<file path="config.mk">
export PLATFORM = sky130hd
export DESIGN_NAME = stream_mux_rr_flat
export DESIGN_NICKNAME = d
export VERILOG_FILES = /design/src/rtl/stream_mux_rr_if.sv /design/src/rtl/stream_mux_rr.sv /design/src/flat_wrapper.sv
export SDC_FILE = /design/constraint.sdc
export NUM_CORES = 1
export LEC_CHECK = 0
export ABC_AREA = 0
export CORE_ASPECT_RATIO = 0.75
export CORE_MARGIN = 2
export CORE_UTILIZATION = 35
export DETAILED_ROUTE_END_ITERATION = 6
export PLACE_DENSITY = 0.76
export SYNTH_ARGS = -nofsm -noshare
export SYNTH_HDL_FRONTEND = slang
export SYNTH_SLANG_ARGS = --single-unit
</file>
<file path="constraint.sdc">
create_clock -name clk -period 4.2 [get_ports clk]
set_input_delay 0.42 -clock clk [delete_from_list [all_inputs] [get_ports clk]]
set_output_delay 0.42 -clock clk [all_outputs]
set_load 0.05 [all_outputs]
</file>
<file path="src/rtl/stream_mux_rr_if.sv">
// stream_mux_rr_if: per-channel source streams and the shared sink stream of stream_mux_rr
interface stream_mux_rr_if #(
  parameter int NUM_CH = 4,
  parameter int DATA_W = 8
);
  localparam int SEL_W = $clog2(NUM_CH);
  logic [NUM_CH*DATA_W-1:0] in_data;
  logic [NUM_CH-1:0] in_valid;
  logic [NUM_CH-1:0] in_last;
  logic [NUM_CH-1:0] in_ready;
  logic [DATA_W-1:0] out_data;
  logic out_last;
  logic [SEL_W-1:0] out_sel;
  logic out_valid;
  logic out_ready;
  modport slave (
    input  in_data, in_valid, in_last, out_ready,
    output in_ready, out_data, out_last, out_sel, out_valid
  );
  modport master (
    output in_data, in_valid, in_last, out_ready,
    input  in_ready, out_data, out_last, out_sel, out_valid
  );
endinterface

</file>
<file path="src/rtl/stream_mux_rr.sv">
// stream_mux_rr: packet-atomic N:1 stream mux with round-robin or fixed-select arbitration
module stream_mux_rr #(
  parameter int NUM_CH = 4,
  parameter int DATA_W = 8
) (
  input  logic clk,
  input  logic rst,
  input  logic mode,
  input  logic [$clog2(NUM_CH)-1:0] sel_i,
  stream_mux_rr_if.slave s,
  output logic busy
);
  localparam int SEL_W = $clog2(NUM_CH);
  typedef enum logic {IDLE, LOCK} state_t;
  state_t state_q;
  logic [SEL_W-1:0] grant_q;
  logic [SEL_W-1:0] rr_ptr_q;
  logic [SEL_W-1:0] out_sel_q;
  logic [DATA_W-1:0] out_data_q;
  logic out_last_q;
  logic out_valid_q;
  logic [DATA_W-1:0] ch_data [NUM_CH];
  logic [SEL_W-1:0] cand;
  logic [SEL_W-1:0] rr_idx;
  logic rr_hit;
  logic sel_ok;
  logic arb_hit;
  logic [SEL_W-1:0] arb_idx;
  logic take;
  for (genvar g = 0; g < NUM_CH; g++) begin : g_ch
    assign ch_data[g] = s.in_data[g*DATA_W +: DATA_W];
  end
  // round-robin search: walk from farthest to nearest so the channel just above rr_ptr wins
  always_comb begin
    rr_hit = 1'b0;
    rr_idx = '0;
    cand = '0;
    for (int k = NUM_CH; k >= 1; k--) begin
      cand = SEL_W'((int'(rr_ptr_q) + k) % NUM_CH);
      if (s.in_valid[cand]) begin
        rr_hit = 1'b1;
        rr_idx = cand;
      end
    end
  end
  assign sel_ok = int'(sel_i) < NUM_CH;
  assign arb_hit = mode ? (sel_ok && s.in_valid[sel_i]) : rr_hit;
  assign arb_idx = mode ? sel_i : rr_idx;
  assign s.in_ready = (state_q == LOCK && (!out_valid_q || s.out_ready)) ? NUM_CH'(1) << grant_q : '0;
  assign take = |(s.in_ready & s.in_valid);
  // arbitration, packet lock until last beat, and the registered output stage
  always_ff @(posedge clk) begin
    if (rst) begin
      state_q <= IDLE;
      grant_q <= '0;
      rr_ptr_q <= SEL_W'(NUM_CH - 1);
      out_valid_q <= 1'b0;
      out_data_q <= '0;
      out_last_q <= 1'b0;
      out_sel_q <= '0;
    end else begin
      if (take) begin
        out_data_q <= ch_data[grant_q];
        out_last_q <= s.in_last[grant_q];
        out_sel_q <= grant_q;
        out_valid_q <= 1'b1;
      end else if (s.out_ready) begin
        out_valid_q <= 1'b0;
      end
      if (state_q == IDLE && arb_hit) begin
        state_q <= LOCK;
        grant_q <= arb_idx;
      end
      if (state_q == LOCK && take && s.in_last[grant_q]) begin
        state_q <= IDLE;
        rr_ptr_q <= grant_q;
      end
    end
  end
  assign s.out_data = out_data_q;
  assign s.out_last = out_last_q;
  assign s.out_sel = out_sel_q;
  assign s.out_valid = out_valid_q;
  assign busy = state_q == LOCK;
endmodule
</file>
<file path="src/flat_wrapper.sv">
// flat-port wrapper written by rule: the top's interface ports become plain ports
module stream_mux_rr_flat 
#(
  parameter int NUM_CH = 4,
  parameter int DATA_W = 8
)
  (clk, rst, mode, sel_i, busy, s_in_data, s_in_valid, s_in_last, s_out_ready, s_in_ready, s_out_data, s_out_last, s_out_sel, s_out_valid);
  stream_mux_rr_if #(.NUM_CH(NUM_CH), .DATA_W(DATA_W)) s_i ();
  input  logic clk;
  input  logic rst;
  input  logic mode;
  input  logic [$clog2(NUM_CH)-1:0] sel_i;
  output logic busy;
  input wire logic [$bits(s_i.in_data)-1:0] s_in_data;
  input wire logic [$bits(s_i.in_valid)-1:0] s_in_valid;
  input wire logic [$bits(s_i.in_last)-1:0] s_in_last;
  input wire logic [$bits(s_i.out_ready)-1:0] s_out_ready;
  output wire logic [$bits(s_i.in_ready)-1:0] s_in_ready;
  output wire logic [$bits(s_i.out_data)-1:0] s_out_data;
  output wire logic [$bits(s_i.out_last)-1:0] s_out_last;
  output wire logic [$bits(s_i.out_sel)-1:0] s_out_sel;
  output wire logic [$bits(s_i.out_valid)-1:0] s_out_valid;
  assign s_i.in_data = s_in_data;
  assign s_i.in_valid = s_in_valid;
  assign s_i.in_last = s_in_last;
  assign s_i.out_ready = s_out_ready;
  assign s_in_ready = s_i.in_ready;
  assign s_out_data = s_i.out_data;
  assign s_out_last = s_i.out_last;
  assign s_out_sel = s_i.out_sel;
  assign s_out_valid = s_i.out_valid;
  stream_mux_rr #(.NUM_CH(NUM_CH), .DATA_W(DATA_W)) u_core (.clk(clk), .rst(rst), .mode(mode), .sel_i(sel_i), .s(s_i), .busy(busy));
endmodule
</file>
==> results.ini, run 1 <==
[setup_path]
rr_startpoint = u_core.grant_q[0]
critical_path_required_ps = 3780
cp_data_arrival_time_ps = 2320
end_kind = primary output
cp-start-kind = flip-flop
crit_fanout = 16
reg2reg_depth = 4
ff2ff_setup_slack_ps = 2010
worst-setup-path-type = flip-flop to primary output
r2r_end = u_core.s.out_data[3]

[die]
die_y_um = 53.5
die_w_um = 69.9
row_count = 17
coreArea_sq_um = 3020
pin_count = 63
die_area_sq_um = 3740
start_util = 0.378

[power]
powerDensity_nw_per_um2 = 299
p_leak_nw = 0.687
combPwrFrac = 0.392
p_clk_frac = 0.228
ir_drop_mv = 0.137
swShare = 0.328
seqPwrFrac = 0.381
p_int_mw = 0.354
p_sw_mw = 0.173

[synthesis]
yosysMostFrequentCell = dfxtp_1
avgSynthCellArea_sq_um = 10.8
synth_top_area_cell = dfxtp_1
synth_compound_area_frac = 0.101
syn_area_sq_um = 1140
muxShareOfSynthArea = 0.343
synth_top_family_by_area = multiplexers
synthSimpleGateAreaFrac = 0.163
synth-seq-cells = 17
yosysWarnings = 0
synth_xor_area_frac = 0
synth_adder_area_share = 0
ys_async_sr_fraction = 0
syn_nets = 152
synth-edff-count = 0
seq_area_frac_synth = 0.298
synth_area_leaders = dfxtp_1 30%, mux4_2 16%, mux2i_1 9.6%, mux4_1 6.9%, nor2_1 4.9%
synth-main-ff-cell = dfxtp_1
synth_top_area_share = 0.298
ys_types = 33
synth_commonest_cells = 17 x dfxtp_1, 15 x nor2_1, 11 x mux2i_1
syn_inst = 106

[sta]
fin_worst_skew_ps = 2.31
drv_slew = 0
slew_headroom = 0.473
hold_viol = 0
worstMarginPinSlew_ps = 790
setup_tns_ps = 0
timing.final.ws_setup_ps = 1460
min_period_over_period = 0.653
setup_viol = 0
rsz0062_at_grt = false
fmax_mhz = 365
finalCriticalPeriod_ps = 2740

[min_path]
min_path_type = flip-flop to flip-flop
hold_start = u_core.s.out_last
min_delay_path_depth = 2
holdPathEnd = u_core.s.out_last

[detailed_routing]
drt_iter0_markers = 58
wl_um = 2930
post-route-drc-count = 0
drt-pass1-iter-count = 4
wl_per_cell_um = 14.5
num_vias = 1070
vias_per_cell = 5.30
final_antenna_net_count = 0

[finish]
final_area_sq_um = 1760
insertedDiodeCount = 0
syn_to_final_growth_pct = 54.4
finalNonFillerCells = 202
nets = 211
drive_gt1_frac = 0.104

[cts]
hold_buffers = 0
cts_tree = done
cts_resized = 0
cts-root-buf = clkbuf_8
cts_buffers = 3
clock_latency_ps = 250
htree_levels = 1
cts_buffer_depth = 2
cts_setup_buffers = 0
path_clk_slew_ps = 60
cts.sink_count = 17

[global_routing]
antenna_found_initial = 0
grt_usage = 0.164
grt_pass1_vias = 976
grt_max_degree = 20
grt_first_pass_wirelength_um = 4640
grt-ovfl-total = 0

[status]
status = finished, final reports clean

[placement]
dp_slack_ps = 1650
dpl_cell_area_sq_um = 1720
place_hpwl_um = 2260
routabilityCongestion = 0.796
dp_cells = 198
io_buffers = 62

[run]
maxCapViolCount = 0

[critical path: stages (launching register included)]
cell and delay, ps:
dfxtp_1 830, inv_1 200, nor3_1 210, clkdlybuf4s50_1 830
[how the worst max path moves through the flow]
stage,startpoint,to,slack (ps),cells after the start
after floorplan,u_core.busy,s_in_ready[0],1790,3
after CTS,u_core.grant_q[0],s_in_ready[1],1400,3
after detailed placement,s_out_ready,s_in_ready[0],1650,5
final,u_core.grant_q[0],s_in_ready[1],1460,3
after global placement,s_out_ready,s_in_ready[0],1670,5
after global routing,u_core.grant_q[0],s_in_ready[1],1270,3
[layer usage]
metal,global-route usage,part of all wire,vias to the layer above
met5,0,0,-
met4,0.0288,0.0055,0
met3,0.0571,0.068,2
met2,0.287,0.49,39
met1,0.201,0.44,513
li1,-,-,516
[sequential cells by signal, summed over array words and instances (netlist names)]
signal and count:
u_core.s.out_data 8, u_core.busy 1, u_core.grant_q 2, u_core.s.out_sel 2, u_core.s.out_last 1, u_core.s.out_valid 1
u_core.rr_ptr_q 2
[power by group through the flow]
stage / logic, mW / clock network (mW) / registers (mW)
6_report: 0.206 / 0.120 / 0.200
5_1_grt: 0.218 / 0.132 / 0.205
4_1_cts: 0.207 / 0.124 / 0.201
3_5_place_dp: 0.206 / 0 / 0.204
3_3_place_gp: 0.204 / 0 / 0.204
2_1_floorplan: 0.114 / 0 / 0.225
[per-stage QoR]
stage           util  hold slack (ps)  total power [mW]
2_1_floorplan      -              484             0.339
3_3_place_gp   0.568              445             0.407
3_5_place_dp   0.568              452             0.410
4_1_cts        0.583              461             0.532
5_1_grt        0.583              507             0.555
6_report       0.583              455             0.526
[area by class of cell]
cell class | count | area [sq um]
Sequential cell | 17 | 340
Fill cell | 255 | 1260
Multi-Input combinational cell | 77 | 693
Tap cell | 38 | 47.5
Timing Repair Buffer | 62 | 621
Clock buffer | 4 | 45.0
Inverter | 4 | 15.0
[cells by family (layout without fill, tap and decap cells)]
| logic type | count (synthesis) | count (layout) |
|---|---|---|
| buf+inv | 12 | 70 |
| flops | 17 | 17 |
| mux | 24 | 24 |
| compound gates | 17 | 17 |
| simple gates | 36 | 36 |
[layout by cell type (no fill, tap or decap), types with 2 or more instances in the layout]
cell	n
a211o_1	2
dfxtp_1	17
clkbuf_8	3
mux4_2	8
o21ai_0	3
nor2_1	15
inv_1	4
mux4_1	3
nor2b_1	2
clkdlybuf4s50_1	62
mux2_2	2
nand2b_1	2
nand3_1	2
a21oi_1	5
mux2i_1	11
nand2_1	4
nor3_1	5
(Power assumes the default switching activity.)
==> run 2: changes to the inputs <==
--- a/config.mk
+++ b/config.mk
@@ -10,7 +10,7 @@
 export CORE_MARGIN = 2
 export CORE_UTILIZATION = 35
 export DETAILED_ROUTE_END_ITERATION = 6
-export PLACE_DENSITY = 0.76
+export PLACE_DENSITY = 0.79
 export SYNTH_ARGS = -nofsm -noshare
 export SYNTH_HDL_FRONTEND = slang
 export SYNTH_SLANG_ARGS = --single-unit
==> constraint.sdc (replaced) <==
create_clock -name clk -period 2.2 [get_ports clk]
set_input_delay 0.22 -clock clk [delete_from_list [all_inputs] [get_ports clk]]
set_output_delay 0.22 -clock clk [all_outputs]
set_load 0.05 [all_outputs]
==> results.ini, run 2 (same netlist as run 1, synthesis figures left out) <==
[global_routing]
grt_first_pass_wirelength_um = 5260  ; +13%
grt_usage = 0.187  ; +0.0226
grt_max_degree = 20  ; unchanged
grt_pass1_vias = 1078  ; +10%
grt-ovfl-total = 0  ; unchanged
antenna_found_initial = 0  ; unchanged

[setup_path]
crit_path_max_incr_delay_ps = 880  ; +50 ps
cp_data_arrival_time_ps = 1660  ; -660 ps
crit_fanout = 10  ; -6
worst-setup-path-type = flip-flop to primary output
rr_startpoint = u_core.grant_q[0]
slowest_stage = clkdlybuf4s50_1
cp-start-kind = flip-flop
end_kind = primary output
crit_cells = 1  ; -2
cp_cell_sequence = clkdlybuf4s50_1
cp_top_family = buffers and inverters
reg2reg_depth = 5  ; +1
worstSetupStartpoint = u_core.busy
critical_path_required_ps = 1980  ; -1800 ps
crit_buf_inv = 1  ; -1

[placement]
io_buffers = 62  ; unchanged
routabilityCongestion = 0.972  ; +22%
place_hpwl_um = 2580  ; +14%
dp_slack_ps = 155  ; -1490 ps
dp_cells = 201  ; +1.5%

[cts]
cts.sink_count = 17  ; unchanged
path_clk_slew_ps = 60  ; about the same
cts_buffer_depth = 2  ; unchanged
cts_setup_buffers = 0  ; unchanged
hold_buffers = 0  ; unchanged
cts_tree = done
cts-root-buf = clkbuf_8
clock_latency_ps = 250  ; about the same
cts_resized = 0  ; unchanged
cts_buffers = 3  ; unchanged
htree_levels = 1  ; unchanged

[die]
pin_count = 63  ; unchanged
row_count = 17  ; unchanged
coreArea_sq_um = 3020  ; unchanged
start_util = 0.378  ; unchanged
die_w_um = 69.9  ; unchanged
die_area_sq_um = 3740  ; unchanged
die_y_um = 53.5  ; unchanged

[finish]
final_common_cell = clkdlybuf4s50_1
finalNonFillerCells = 205  ; +1.5%
layout_common_cells = 58 x clkdlybuf4s50_1, 17 x dfxtp_1, 15 x nor2_1
syn_to_final_growth_pct = 59.9
nets = 214  ; +1.4%
fin_util = 0.604  ; +0.0207
insertedDiodeCount = 0  ; unchanged
largest_reg_flops = 8  ; unchanged
drive_gt1_frac = 0.144  ; +0.0401

[sta]
timing.final.ws_setup_ps = 316  ; -1140 ps
hold_viol = 0  ; unchanged
min_period_over_period = 0.856
slew_headroom = 0.548  ; +0.0755
holdWs_ps = 471  ; +15.7 ps
setup_viol = 0  ; unchanged
drv_slew = 0  ; unchanged
fmax_mhz = 531
finalCriticalPeriod_ps = 1880
worstMarginPinSlew_ps = 676  ; -114 ps
fin_worst_skew_ps = 3.65  ; +1.34 ps
rsz0062_at_grt = false
setup_tns_ps = 0  ; unchanged

[detailed_routing]
num_vias = 1092  ; +2.1%
drt_iter0_markers = 55  ; -5.2%
post-route-drc-count = 0  ; unchanged
wl_per_cell_um = 15.8  ; +8.7%
final_antenna_net_count = 0  ; unchanged
drt-pass1-iter-count = 4  ; unchanged
vias_per_cell = 5.33  ; +0.56%
wl_um = 3230  ; +10%

[min_path]
min_delay_path_depth = 2  ; unchanged
min_path_type = flip-flop to flip-flop
hold_start = u_core.s.out_last

[power]
ir_drop_mv = 0.320  ; +130%
powerDensity_nw_per_um2 = 571  ; +91%
p_leak_nw = 0.722  ; +5.1%

[run]
maxCapViolCount = 0  ; unchanged

[status]
status = finished, final reports clean

-- run 2: worst paths after layout --
check             slack, ps                 end
hold / removal          470   u_core.s.out_last
hold reg to reg         470   u_core.s.out_last
setup / recovery        320                busy
setup reg to reg        450  u_core.rr_ptr_q[0]
-- run 2: routing by layer --
layer | global-route usage | up-vias | share of wire
li1 | - | 522 | -
met1 | 0.238 | 517 | 0.45
met2 | 0.311 | 47 | 0.47
met3 | 0.0552 | 6 | 0.067
met4 | 0.0545 | 0 | 0.012
met5 | 0 | - | 0
-- run 2: per-stage QoR --
stage,power [mW],cell area [sq um]
after floorplan,0.648,1140
after global placement,0.805,1780
after detailed placement,0.816,1780
after CTS,1.05,1820
after global routing,1.10,1820
final,1.04,1820
-- run 2: final cells by class --
class | instances | area [sq um]
fill | 254 | 1200
tap | 38 | 47.5
sequential | 17 | 340
multi-input combinational | 77 | 693
clock buffer | 4 | 45.0
timing repair buffer | 65 | 683
inverter | 4 | 15.0
-- run 2: where the power goes --
part	switching, mW	internal [mW]
Sequential	0.0279	0.337
Clock	0.105	0.129
Combinational	0.214	0.229
Total	0.347	0.694
